--- src/rtl/vx_axi_pkg.sv ---
// Shared AXI definitions for the vx_axi issue blocks: burst/response codes,
// write-channel state encoding and the AxSIZE helper.
package vx_axi_pkg;

    localparam logic [1:0] AXI_BURST_INCR  = 2'b01;
    localparam logic [1:0] AXI_RESP_OKAY   = 2'b00;
    localparam logic [1:0] AXI_RESP_SLVERR = 2'b10;
    localparam logic [1:0] AXI_RESP_DECERR = 2'b11;

    // Encoding is {aw_pend, w_pend} so each bit maps straight onto a valid.
    typedef enum logic [1:0] {
        CH_IDLE    = 2'b00,
        CH_W_ONLY  = 2'b01,
        CH_AW_ONLY = 2'b10,
        CH_BOTH    = 2'b11
    } ch_state_e;

    // AxSIZE for a beat of nbytes bytes (nbytes is a power of two up to 128).
    function automatic logic [2:0] axi_size(input int unsigned nbytes);
        logic [2:0] sz;
        sz = 3'd0;
        for (int i = 0; i < 8; i++) begin
            if (nbytes == (32'd1 << i)) sz = 3'(i);
        end
        return sz;
    endfunction

endpackage

--- src/rtl/vx_axi_rsp_reg.sv ---
// One-entry valid/ready output register. Accepts a new beat whenever the
// slot is empty or is being drained in the same cycle, so it sustains one
// beat per cycle when the consumer is always ready.
module vx_axi_rsp_reg #(
    parameter int WIDTH = 9
) (
    input  logic             clk,
    input  logic             reset,
    input  logic             in_valid,
    output logic             in_ready,
    input  logic [WIDTH-1:0] in_data,
    output logic             out_valid,
    input  logic             out_ready,
    output logic [WIDTH-1:0] out_data
);

    assign in_ready = !out_valid || out_ready;

    // Load on an incoming beat, otherwise empty the slot once it is consumed.
    always_ff @(posedge clk or negedge reset) begin
        if (!reset) begin
            out_valid <= 1'b0;
            out_data  <= '0;
        end else if (in_ready) begin
            out_valid <= in_valid;
            if (in_valid) out_data <= in_data;
        end
    end

endmodule

--- src/rtl/vx_axi_write_issue.sv ---
// Converts single-beat core write requests into AXI4 AW/W beats, bounds the
// number of outstanding writes with a credit counter, and turns B responses
// into tagged completions.
module vx_axi_write_issue
    import vx_axi_pkg::*;
#(
    parameter int DATA_WIDTH     = 512,
    parameter int ADDR_WIDTH     = 26,
    parameter int AXI_ADDR_WIDTH = 32,
    parameter int TAG_WIDTH      = 8,
    parameter int MAX_PENDING    = 16
) (
    input  logic                            clk,
    input  logic                            reset,
    input  logic                            req_valid,
    output logic                            req_ready,
    input  logic [ADDR_WIDTH-1:0]           req_addr,
    input  logic [DATA_WIDTH-1:0]           req_data,
    input  logic [DATA_WIDTH/8-1:0]         req_byteen,
    input  logic [TAG_WIDTH-1:0]            req_tag,
    output logic                            m_axi_awvalid,
    input  logic                            m_axi_awready,
    output logic [AXI_ADDR_WIDTH-1:0]       m_axi_awaddr,
    output logic [TAG_WIDTH-1:0]            m_axi_awid,
    output logic [7:0]                      m_axi_awlen,
    output logic [2:0]                      m_axi_awsize,
    output logic [1:0]                      m_axi_awburst,
    output logic [1:0]                      m_axi_awlock,
    output logic [3:0]                      m_axi_awcache,
    output logic [2:0]                      m_axi_awprot,
    output logic [3:0]                      m_axi_awqos,
    output logic [3:0]                      m_axi_awregion,
    output logic                            m_axi_wvalid,
    input  logic                            m_axi_wready,
    output logic [DATA_WIDTH-1:0]           m_axi_wdata,
    output logic [DATA_WIDTH/8-1:0]         m_axi_wstrb,
    output logic                            m_axi_wlast,
    input  logic                            m_axi_bvalid,
    output logic                            m_axi_bready,
    input  logic [TAG_WIDTH-1:0]            m_axi_bid,
    input  logic [1:0]                      m_axi_bresp,
    output logic                            rsp_valid,
    input  logic                            rsp_ready,
    output logic [TAG_WIDTH-1:0]            rsp_tag,
    output logic                            rsp_err,
    output logic                            err_sticky,
    output logic [$clog2(MAX_PENDING+1)-1:0] pending_cnt
);

    localparam int CNT_W = $clog2(MAX_PENDING + 1);
    localparam int OFFS  = $clog2(DATA_WIDTH / 8);

    ch_state_e                 ch_state;
    logic                      aw_pend, w_pend;
    logic                      aw_fire, w_fire, b_fire, req_fire;
    logic [AXI_ADDR_WIDTH-1:0] byte_addr;
    logic [TAG_WIDTH:0]        rsp_word;

    assign aw_pend = (ch_state == CH_BOTH) || (ch_state == CH_AW_ONLY);
    assign w_pend  = (ch_state == CH_BOTH) || (ch_state == CH_W_ONLY);

    assign m_axi_awvalid = aw_pend;
    assign m_axi_wvalid  = w_pend;

    assign aw_fire  = m_axi_awvalid && m_axi_awready;
    assign w_fire   = m_axi_wvalid && m_axi_wready;
    assign b_fire   = m_axi_bvalid && m_axi_bready;
    assign req_fire = req_valid && req_ready;

    // A new request may overwrite a channel register only in the cycle it drains.
    assign req_ready = (!aw_pend || aw_fire) && (!w_pend || w_fire)
                       && (pending_cnt < CNT_W'(MAX_PENDING));

    assign byte_addr = AXI_ADDR_WIDTH'(req_addr) << OFFS;

    assign m_axi_awlen    = 8'd0;
    assign m_axi_awsize   = axi_size(DATA_WIDTH / 8);
    assign m_axi_awburst  = AXI_BURST_INCR;
    assign m_axi_awlock   = 2'b00;
    assign m_axi_awcache  = 4'b0000;
    assign m_axi_awprot   = 3'b000;
    assign m_axi_awqos    = 4'b0000;
    assign m_axi_awregion = 4'b0000;
    assign m_axi_wlast    = 1'b1;

    // Channel FSM: a request reloads both channels, each channel drains on its own fire.
    always_ff @(posedge clk or negedge reset) begin
        if (!reset) begin
            ch_state     <= CH_IDLE;
            m_axi_awaddr <= '0;
            m_axi_awid   <= '0;
            m_axi_wdata  <= '0;
            m_axi_wstrb  <= '0;
        end else if (req_fire) begin
            ch_state     <= CH_BOTH;
            m_axi_awaddr <= byte_addr;
            m_axi_awid   <= req_tag;
            m_axi_wdata  <= req_data;
            m_axi_wstrb  <= req_byteen;
        end else begin
            case (ch_state)
                CH_BOTH: begin
                    if (aw_fire && w_fire) ch_state <= CH_IDLE;
                    else if (aw_fire)      ch_state <= CH_W_ONLY;
                    else if (w_fire)       ch_state <= CH_AW_ONLY;
                end
                CH_AW_ONLY: if (aw_fire) ch_state <= CH_IDLE;
                CH_W_ONLY:  if (w_fire)  ch_state <= CH_IDLE;
                default: ;
            endcase
        end
    end

    // Outstanding-write credits and the sticky error flag.
    always_ff @(posedge clk or negedge reset) begin
        if (!reset) begin
            pending_cnt <= '0;
            err_sticky  <= 1'b0;
        end else begin
            case ({req_fire, b_fire})
                2'b10:   pending_cnt <= pending_cnt + CNT_W'(1);
                2'b01:   pending_cnt <= pending_cnt - CNT_W'(1);
                default: ;
            endcase
            if (b_fire && (m_axi_bresp != AXI_RESP_OKAY)) err_sticky <= 1'b1;
        end
    end

    // A B beat with no outstanding write means the interconnect invented a response.
    assert property (@(posedge clk) disable iff (!reset) b_fire |-> (pending_cnt != '0));

    vx_axi_rsp_reg #(
        .WIDTH (TAG_WIDTH + 1)
    ) u_rsp_reg (
        .clk       (clk),
        .reset     (reset),
        .in_valid  (m_axi_bvalid),
        .in_ready  (m_axi_bready),
        .in_data   ({m_axi_bid, (m_axi_bresp != AXI_RESP_OKAY)}),
        .out_valid (rsp_valid),
        .out_ready (rsp_ready),
        .out_data  (rsp_word)
    );

    assign rsp_tag = rsp_word[TAG_WIDTH:1];
    assign rsp_err = rsp_word[0];

endmodule

--- config.mk ---
export PLATFORM = sky130hd
export DESIGN_NAME = vx_axi_write_issue
export DESIGN_NICKNAME = d
export VERILOG_FILES = /design/src/rtl/vx_axi_pkg.sv /design/src/rtl/vx_axi_rsp_reg.sv /design/src/rtl/vx_axi_write_issue.sv
export SDC_FILE = /design/constraint.sdc
export NUM_CORES = 1
export LEC_CHECK = 0
export CAP_MARGIN = 10
export CORE_AREA = 3 3 505 507
export CTS_CLUSTER_DIAMETER = 80
export DETAILED_ROUTE_END_ITERATION = 6
export DIE_AREA = 0 0 508 510
export GPL_ROUTABILITY_DRIVEN = 1
export PLACE_DENSITY_LB_ADDON = 0.3
export SLEW_MARGIN = 20
export SYNTH_ARGS = -nofsm -noshare
export SYNTH_HDL_FRONTEND = slang
export SYNTH_SLANG_ARGS = --single-unit
--- constraint.sdc ---
create_clock -name clk -period 3.1 [get_ports clk]
set_input_delay 0.465 -clock clk [delete_from_list [all_inputs] [get_ports clk]]
set_output_delay 0.465 -clock clk [all_outputs]
set_load 0.01 [all_outputs]
==> impl_metrics.prom, run 1 <==
# TYPE chip_impl_metric gauge
chip_impl_metric{name="part_of_the_yosys_area_used_for_sequential_elements",unit="%"} 65.8
chip_impl_info{name="grt-busiest-layer",value="met2"} 1
chip_impl_metric{name="fin_crit_sh",unit="%"} 97.9
chip_impl_info{name="critical_path.top_delay_family",value="buffers and inverters"} 1
chip_impl_metric{name="comb_power_share",unit="%"} 45.4
chip_impl_metric{name="drive_above_1_share",unit="%"} 9.91
chip_impl_metric{name="cap_viol_max_count",unit=""} 0
chip_impl_metric{name="initial_core_util",unit="%"} 9.52
chip_impl_metric{name="clock_tree.buffer_depth",unit=""} 3
chip_impl_info{name="run_status",value="finished clean"} 1
chip_impl_metric{name="clkSlewWorstSetupHoldPaths",unit="ns"} 0.06
chip_impl_metric{name="aggregate_routed_wire_length",unit="um"} 141000
chip_impl_metric{name="part_of_the_total_power_dissipated_in_the_clock_network",unit="%"} 21.9
chip_impl_metric{name="timing.reg2reg.setup_slack",unit="ns"} 0.07
chip_impl_info{name="netlist_top_cells_count",value="628 x dfrtp_1, 567 x mux2_1, 98 x buf_4, 52 x mux2_2"} 1
chip_impl_metric{name="grt_util_met3",unit="%"} 6.87
chip_impl_info{name="timing.critical_path.from_type",value="flip-flop"} 1
chip_impl_metric{name="count_of_yosys_warnings_during_synthesis",unit=""} 0
chip_impl_metric{name="synth_edf_count",unit=""} 0
chip_impl_metric{name="placeable_core_region",unit="um2"} 251000
chip_impl_info{name="setup_repair_after_global_routing_missed_its_margin",value="false"} 1
chip_impl_metric{name="die_h",unit="um"} 510
chip_impl_metric{name="cp.required",unit="ns"} 3.66
chip_impl_metric{name="nets",unit=""} 3382
chip_impl_metric{name="mappedNetlistArea",unit="um2"} 23900
chip_impl_metric{name="cp_data_arrival_time",unit="ns"} 3.60
chip_impl_info{name="area_leader_netlist",value="dfrtp_1"} 1
chip_impl_metric{name="placed_cells_incl_taps",unit=""} 6006
chip_impl_info{name="tritoncts",value="done"} 1
chip_impl_metric{name="asyncSetResetFlopFracSynth",unit="%"} 100
chip_impl_metric{name="cts_setup_buffers",unit=""} 0
chip_impl_info{name="slowest_cp_cell",value="mux2_1"} 1
chip_impl_metric{name="final_core_util",unit="%"} 17.4
chip_impl_metric{name="p_seq_share",unit="%"} 32.7
chip_impl_metric{name="first_pass_iters",unit=""} 4
chip_impl_metric{name="final-instance-count-excl-fill",unit=""} 6186
chip_impl_metric{name="power_report.internal_total",unit="W"} 0.0295
chip_impl_metric{name="final.fill_count",unit=""} 27436
chip_impl_metric{name="final.min_clock_period",unit="ns"} 3.03
chip_impl_metric{name="gpl.final_weighted_congestion",unit=""} 0.826
chip_impl_metric{name="switchingPower",unit="W"} 0.0163
chip_impl_info{name="cts_root_buf",value="clkbuf_16"} 1
chip_impl_metric{name="cellPowerDensity",unit="nW/um2"} 1050
chip_impl_metric{name="cts_inserted_buffers",unit=""} 87
chip_impl_metric{name="timing.critical_path.fanout_max",unit=""} 120
chip_impl_metric{name="synth_cell_types",unit=""} 33
chip_impl_metric{name="area_delta_synth_final",unit="%"} 82.7
chip_impl_metric{name="ports",unit=""} 1294
chip_impl_metric{name="cts_htree_levels",unit=""} 3
chip_impl_metric{name="antenna_violating_nets_post_route",unit=""} 0
chip_impl_info{name="timing.critical_path.to_type",value="flip-flop"} 1
chip_impl_metric{name="insertion_delay",unit="ns"} 0.70
chip_impl_info{name="critical_path.most_common_cell",value="buf_12"} 1
chip_impl_metric{name="via_count",unit=""} 17668
chip_impl_info{name="synthMostInstantiatedCell",value="dfrtp_1"} 1
chip_impl_metric{name="post-synth-top-area-fraction",unit="%"} 65.8
chip_impl_metric{name="first_pass_grt_wire_length",unit="um"} 183000
chip_impl_metric{name="post_synth_inst_count",unit=""} 1412
chip_impl_metric{name="globalRouteMet1Util",unit="%"} 11.2
chip_impl_info{name="holdCritPathClass",value="in2async"} 1
chip_impl_metric{name="portBuffers",unit=""} 1256
chip_impl_metric{name="synth.ff_latch_count",unit=""} 628
chip_impl_metric{name="max-slew-margin-rel",unit="%"} 40.7
chip_impl_metric{name="worstPathBufferInverterCount",unit=""} 5
chip_impl_metric{name="switching_share",unit="%"} 35.6
chip_impl_info{name="criticalPathCategory",value="reg2reg"} 1
chip_impl_metric{name="hold_viol_final",unit=""} 0
chip_impl_metric{name="grt_start_max_net_pins",unit=""} 127
chip_impl_metric{name="worst_path_largest_cell_delay",unit="ns"} 0.51
chip_impl_metric{name="syn_area_per_cell",unit="um2"} 16.9
chip_impl_metric{name="slew_viol_final",unit=""} 0
chip_impl_metric{name="wire_per_inst",unit="um"} 22.8
chip_impl_metric{name="leakage",unit="nW"} 17.1
chip_impl_metric{name="drc_errors",unit=""} 0
chip_impl_metric{name="std_cell_rows",unit=""} 184
chip_impl_metric{name="fmax",unit="MHz"} 330
chip_impl_metric{name="grtUsageTotal",unit="%"} 10.4
chip_impl_metric{name="cts_sinks",unit=""} 628
chip_impl_metric{name="grt_pass1_vias",unit=""} 19269
chip_impl_metric{name="dieWidth",unit="um"} 508
chip_impl_metric{name="grt_util_met2",unit="%"} 16.9
chip_impl_info{name="crit_path_cells",value="inv_1 > ha_1 > or2_4 > a221oi_4 > buf_6 > nand2_8 > buf_4 > buf_12 > buf_12 > mux2_1"} 1
chip_impl_metric{name="grt.overflow.total",unit=""} 0
chip_impl_metric{name="ir_worst_vdd",unit="mV"} 0.527
chip_impl_metric{name="routed_via_density",unit=""} 2.86
chip_impl_info{name="ys_top_cells_by_area",value="dfrtp_1 66%, mux2_1 27%, buf_4 3.1%"} 1
chip_impl_metric{name="tightestPinTransition",unit="ns"} 0.890
chip_impl_info{name="synth_flop_cell",value="dfrtp_1"} 1
chip_impl_metric{name="clock-skew-final",unit="ns"} 0.0232
chip_impl_metric{name="setup-violations-final",unit=""} 0
chip_impl_metric{name="area_of_the_die",unit="um2"} 259000
chip_impl_metric{name="initialDrtViolationCount",unit=""} 627
chip_impl_metric{name="antenna_found_initial",unit=""} 88
chip_impl_metric{name="detailed_place_hpwl",unit="um"} 119000
[sequential cells by signal, indices dropped and copies added, names as in the netlist]
register	cells
u_rsp_reg.out_valid	1
err_sticky	1
u_rsp_reg.out_data	9
pending_cnt	5
ch_state	2
m_axi_wstrb	64
m_axi_wdata	512
m_axi_awid	8
m_axi_awaddr	26
[kinds of logic (layout without fill, tap and decap cells)]
| group | count (synthesis) | in the layout | synth area share (%) |
|---|---|---|---|
| compound gates | 15 | 15 | 0.482 |
| simple gates | 22 | 22 | 0.545 |
| xor+xnor | 7 | 7 | 0.257 |
| buf+inv | 112 | 1479 | 3.36 |
| flops | 628 | 628 | 65.8 |
| fa+ha+maj | 7 | 7 | 0.367 |
| other cells | 2 | 61 | 0.0314 |
| mux | 619 | 619 | 29.2 |
[layer usage]
layer / vias up / part of all wire, %
met4: 86 / 2.1
met1: 8759 / 37
met5: - / 0.40
li1: 7640 / -
met3: 231 / 15
met2: 952 / 46
[power by group through the flow]
stage                     Clock, W  Sequential, W  Combinational (W)
after floorplan                  0         0.0165            0.00537
after global placement           0         0.0150             0.0213
after detailed placement         0         0.0151             0.0213
after CTS                   0.0106         0.0151             0.0214
after global routing        0.0108         0.0155             0.0223
final                       0.0100         0.0150             0.0208
[layout by cell type (no fill, tap or decap), types with 3 or more instances in the layout]
master           instances
clkdlybuf4s50_1       1254
dfrtp_1                628
mux2_1                 538
clkbuf_16               89
mux2_2                  52
buf_4                   49
conb_1                  37
mux2_4                  29
diode_2                 24
clkbuf_1                24
clkbuf_8                15
clkinv_2                 9
buf_12                   9
o21ai_0                  7
ha_1                     7
inv_6                    7
inv_1                    6
xor2_1                   5
nand2_1                  4
clkinv_16                4
clkinv_4                 4
nand3_1                  3
nor2_1                   3
[timing repair]
item,in CTS,in global routing
endpoints found under the setup margin,1,71
resized for setup,4,30
hold buffers,1,0
gates cloned,0,1
endpoints found under the hold margin,23,0
[path summary, 6_finish.rpt]
check	endpoint	depth (start not counted)	startpoint
worst min-delay path	m_axi_wdata[439]	2	reset
worst max-delay path	m_axi_wstrb[4]	10	ch_state[0]
worst min register to register	m_axi_wdata[90]	1	m_axi_wdata[90]
worst max register to register	m_axi_wstrb[4]	10	ch_state[0]
min in group clk	m_axi_wstrb[1]	2	req_byteen[1]
max in group asynchronous	m_axi_wstrb[43]	4	reset
[area by class of cell]
cell class / instances / area [um2] / area share (%)
flip-flops and latches: 628 / 15700 / 36.0
repair buffers: 1318 / 13200 / 30.2
multi-input cells: 707 / 7620 / 17.5
well taps: 3348 / 4190 / 9.60
clock buffers: 127 / 2500 / 5.72
clock inverters: 28 / 349 / 0.800
diodes: 24 / 60.1 / 0.138
inverters: 6 / 22.5 / 0.0516
[through the flow]
stage                     TNS [ns]  hold slack (ns)  setup WS [ns]  power [W]  instance area, um2
after global routing             0            0.196         0.0454     0.0486               43600
after floorplan                  0            0.169         0.0228     0.0219               24000
after detailed placement     -1.85            0.403        -0.0515     0.0364               40600
after global placement      -0.216            0.401        -0.0122     0.0363               40600
final                            0            0.224         0.0665     0.0457               43700
after CTS                        0            0.148         0.0710     0.0470               43500
[worst register-to-register path, cell delays in order (launching register included)]
cell      delay (ns)
dfrtp_1         0.40
inv_1           0.07
ha_1            0.22
or2_4           0.28
a221oi_4        0.31
buf_6           0.20
nand2_8         0.06
buf_4           0.15
buf_12          0.16
buf_12          0.27
mux2_1          0.79
Power figures use the tool's default switching activity.
==> inputs of run 2 (changes only) <==
--- a/config.mk
+++ b/config.mk
@@ -11,7 +11,7 @@
 export DETAILED_ROUTE_END_ITERATION = 6
 export DIE_AREA = 0 0 508 510
 export GPL_ROUTABILITY_DRIVEN = 1
-export PLACE_DENSITY_LB_ADDON = 0.3
+export PLACE_DENSITY = 0.3
 export SLEW_MARGIN = 20
 export SYNTH_ARGS = -nofsm -noshare
 export SYNTH_HDL_FRONTEND = slang
==> run 2 against run 1 <==
Wire length increased by 3.2%. Die area is the same. Critical path depth down 1. Worst setup slack gained 0.13 ns. Non-clock buffer count is 6 lower. Combinational power is 2% lower. Hold slack better by 0.073 ns. Power grew 2.1%. Register-to-register slack improved by 0.13 ns. Count of clock-buffer cells in the layout up 16. Clock power grew 12%. First-iteration DRC count shrank 20%.
==> impl_metrics.prom, run 2 (synthesized netlist as in run 1, its figures left out) <==
# TYPE chip_impl_metric gauge
chip_impl_info{name="run_status",value="finished clean"} 1
chip_impl_metric{name="cts_inserted_buffers",unit=""} 96
chip_impl_metric{name="die_h",unit="um"} 510
chip_impl_metric{name="fmax",unit="MHz"} 345
chip_impl_info{name="layout_commonest_cell",value="clkdlybuf4s50_1"} 1
chip_impl_metric{name="fin_crit_sh",unit="%"} 93.5
chip_impl_metric{name="aggregate_routed_wire_length",unit="um"} 145000
chip_impl_metric{name="via_count",unit=""} 17599
chip_impl_metric{name="leakage",unit="nW"} 17.1
chip_impl_metric{name="detailed_place_hpwl",unit="um"} 120000
chip_impl_metric{name="initialDrtViolationCount",unit=""} 499
chip_impl_metric{name="setup-violations-final",unit=""} 0
chip_impl_metric{name="ports",unit=""} 1294
chip_impl_metric{name="dieWidth",unit="um"} 508
chip_impl_metric{name="fin_tns_setup",unit="ns"} 0
chip_impl_metric{name="grt_start_max_net_pins",unit=""} 68
chip_impl_info{name="critical_path.top_delay_family",value="buffers and inverters"} 1
chip_impl_metric{name="drc_errors",unit=""} 0
chip_impl_metric{name="worstPathBufferInverterCount",unit=""} 4
chip_impl_metric{name="std_cell_rows",unit=""} 184
chip_impl_info{name="mostFrequentLayoutCells",value="1254 x clkdlybuf4s50_1, 628 x dfrtp_1, 567 x mux2_1"} 1
chip_impl_info{name="criticalPathCategory",value="reg2reg"} 1
chip_impl_info{name="timing.critical_path.from_type",value="flip-flop"} 1
chip_impl_metric{name="worst_path_largest_cell_delay",unit="ns"} 0.45
chip_impl_metric{name="cp.required",unit="ns"} 3.68
chip_impl_metric{name="first_pass_grt_wire_length",unit="um"} 189000
chip_impl_metric{name="wire_per_inst",unit="um"} 23.5
chip_impl_metric{name="postCtsResizedCells",unit=""} 0
chip_impl_metric{name="hold_viol_final",unit=""} 0
chip_impl_metric{name="slew_viol_final",unit=""} 0
chip_impl_metric{name="first_pass_iters",unit=""} 6
chip_impl_metric{name="grtUsageTotal",unit="%"} 10.8
chip_impl_metric{name="antenna_violating_nets_post_route",unit=""} 0
chip_impl_metric{name="tightestPinTransition",unit="ns"} 0.603
chip_impl_metric{name="gpl.final_weighted_congestion",unit=""} 0.742
chip_impl_metric{name="place_worst_setup_slack",unit="ns"} 0.0675
chip_impl_metric{name="grt.overflow.total",unit=""} 0
chip_impl_metric{name="drive_above_1_share",unit="%"} 9.35
chip_impl_metric{name="area_of_the_die",unit="um2"} 259000
chip_impl_metric{name="flip_flop_count_of_the_largest_register_after_layout",unit=""} 512
chip_impl_info{name="timing.critical_path.to_type",value="flip-flop"} 1
chip_impl_metric{name="final-instance-count-excl-fill",unit=""} 6194
chip_impl_info{name="critical_path.most_common_cell",value="buf_4"} 1
chip_impl_metric{name="final.min_clock_period",unit="ns"} 2.90
chip_impl_metric{name="antenna_found_initial",unit=""} 94
chip_impl_metric{name="routed_via_density",unit=""} 2.84
chip_impl_info{name="cts_root_buf",value="clkbuf_16"} 1
chip_impl_info{name="tritoncts",value="done"} 1
chip_impl_metric{name="timing.critical_path.fanout_max",unit=""} 31
chip_impl_metric{name="cts_htree_levels",unit=""} 3
chip_impl_metric{name="cts_sinks",unit=""} 628
chip_impl_metric{name="clock-skew-final",unit="ns"} 0.0704
chip_impl_metric{name="placed_cells_incl_taps",unit=""} 6000
chip_impl_metric{name="ir_worst_vdd",unit="mV"} 0.512
chip_impl_metric{name="portBuffers",unit=""} 1256
chip_impl_metric{name="clkSlewWorstSetupHoldPaths",unit="ns"} 0.06
chip_impl_metric{name="cp_data_arrival_time",unit="ns"} 3.48
chip_impl_info{name="regMostFlops",value="m_axi_wdata"} 1
chip_impl_info{name="setup_repair_after_global_routing_missed_its_margin",value="false"} 1
chip_impl_info{name="biggestRegsByFlops",value="m_axi_wdata: 512 flops, m_axi_wstrb: 64 flops, m_axi_awaddr: 26 flops"} 1
chip_impl_metric{name="initial_core_util",unit="%"} 9.52
chip_impl_info{name="holdCritPathClass",value="in2async"} 1
chip_impl_metric{name="area_delta_synth_final",unit="%"} 84.0
chip_impl_info{name="slowest_cp_cell",value="a221oi_4"} 1
chip_impl_metric{name="cts_setup_buffers",unit=""} 0
chip_impl_metric{name="postCtsHoldBufs",unit=""} 1
chip_impl_metric{name="insertion_delay",unit="ns"} 0.73
chip_impl_metric{name="cellPowerDensity",unit="nW/um2"} 1060
chip_impl_metric{name="cap_viol_max_count",unit=""} 0
chip_impl_metric{name="max-slew-margin-rel",unit="%"} 59.8
chip_impl_metric{name="clock_tree.buffer_depth",unit=""} 3
chip_impl_info{name="crit_path_cells",value="ha_1 > or2_4 > a221oi_4 > nand2_8 > buf_4 > buf_12 > buf_4 > buf_4 > mux2_1"} 1
chip_impl_metric{name="setup_slack",unit="ns"} 0.201
chip_impl_metric{name="grt_pass1_vias",unit=""} 19113
chip_impl_metric{name="nets",unit=""} 3385
chip_impl_metric{name="placeable_core_region",unit="um2"} 251000
[run 2: cell types whose count changed in the layout (fill, tap and decap cells not counted), sizes merged]
cell | previous run | this run
clkinvlp | 0 | 6
bufinv | 2 | 4
inv | 14 | 16
buf | 61 | 57
clkdlybuf4s15 | 1 | 0
clkbuf | 128 | 143
diode | 24 | 21
clkinv | 18 | 9
[run 2: path summary, 6_finish.rpt]
path | from | to | slack, ns | cells after the start
setup / recovery | ch_state[0] | m_axi_wdata[506] | 0.20 | 9
hold / removal | reset | m_axi_wstrb[43] | 0.30 | 2
setup reg to reg | ch_state[0] | m_axi_wdata[506] | 0.20 | 9
hold reg to reg | u_rsp_reg.out_data[0] | u_rsp_reg.out_data[0] | 0.48 | 2
max in group asynchronous | reset | m_axi_awid[7] | 1.86 | 4
min in group clk | req_data[442] | m_axi_wdata[442] | 0.32 | 2
[run 2: where the power goes]
part           switching [W]  total (W)  internal, W
registers            0.00267     0.0151       0.0124
clock network        0.00451     0.0112      0.00668
logic                0.00938     0.0204       0.0110
total                 0.0166     0.0467       0.0302
[run 2: layer usage]
| layer | part of all wire, % | up-vias | routed length, um | global-route usage, % |
|---|---|---|---|---|
| li1 | - | 7648 | - | - |
| met1 | 37 | 8615 | 54100 | 11.7 |
| met2 | 45 | 992 | 66000 | 17.3 |
| met3 | 14 | 266 | 20400 | 7.14 |
| met4 | 2.9 | 78 | 4240 | 2.91 |
| met5 | 0.35 | - | 504 | 0 |
[run 2: final cells by class]
cell class	count	area, um2
Sequential cell	628	15700
Timing Repair Buffer	1312	13300
Fill cell	27518	207000
Clock buffer	143	2840
Tap cell	3348	4190
Clock inverter	29	377
Multi-Input combinational cell	707	7510
Inverter	6	22.5
Antenna cell	21	52.6
[run 2: per-stage QoR]
step           area [um2]  hold WS (ns)  util [%]  power (W)
3_5_place_dp        40700         0.459      16.2     0.0365
6_report            44000         0.298      17.5     0.0467
2_1_floorplan       24000         0.169         -     0.0219
5_1_grt             43900         0.233      17.5     0.0498
4_1_cts             43900         0.201      17.5     0.0484
3_3_place_gp        40700         0.461      16.2     0.0365
==> inputs of run 3 (changes only) <==
--- a/config.mk
+++ b/config.mk
@@ -5,7 +5,7 @@
 export SDC_FILE = /design/constraint.sdc
 export NUM_CORES = 1
 export LEC_CHECK = 0
-export CAP_MARGIN = 10
+export CAP_MARGIN = 30
 export CORE_AREA = 3 3 505 507
 export CTS_CLUSTER_DIAMETER = 80
 export DETAILED_ROUTE_END_ITERATION = 6
==> results of run 3 <==
Same layout as run 2: the final DEF is identical, and so are final timing and power.
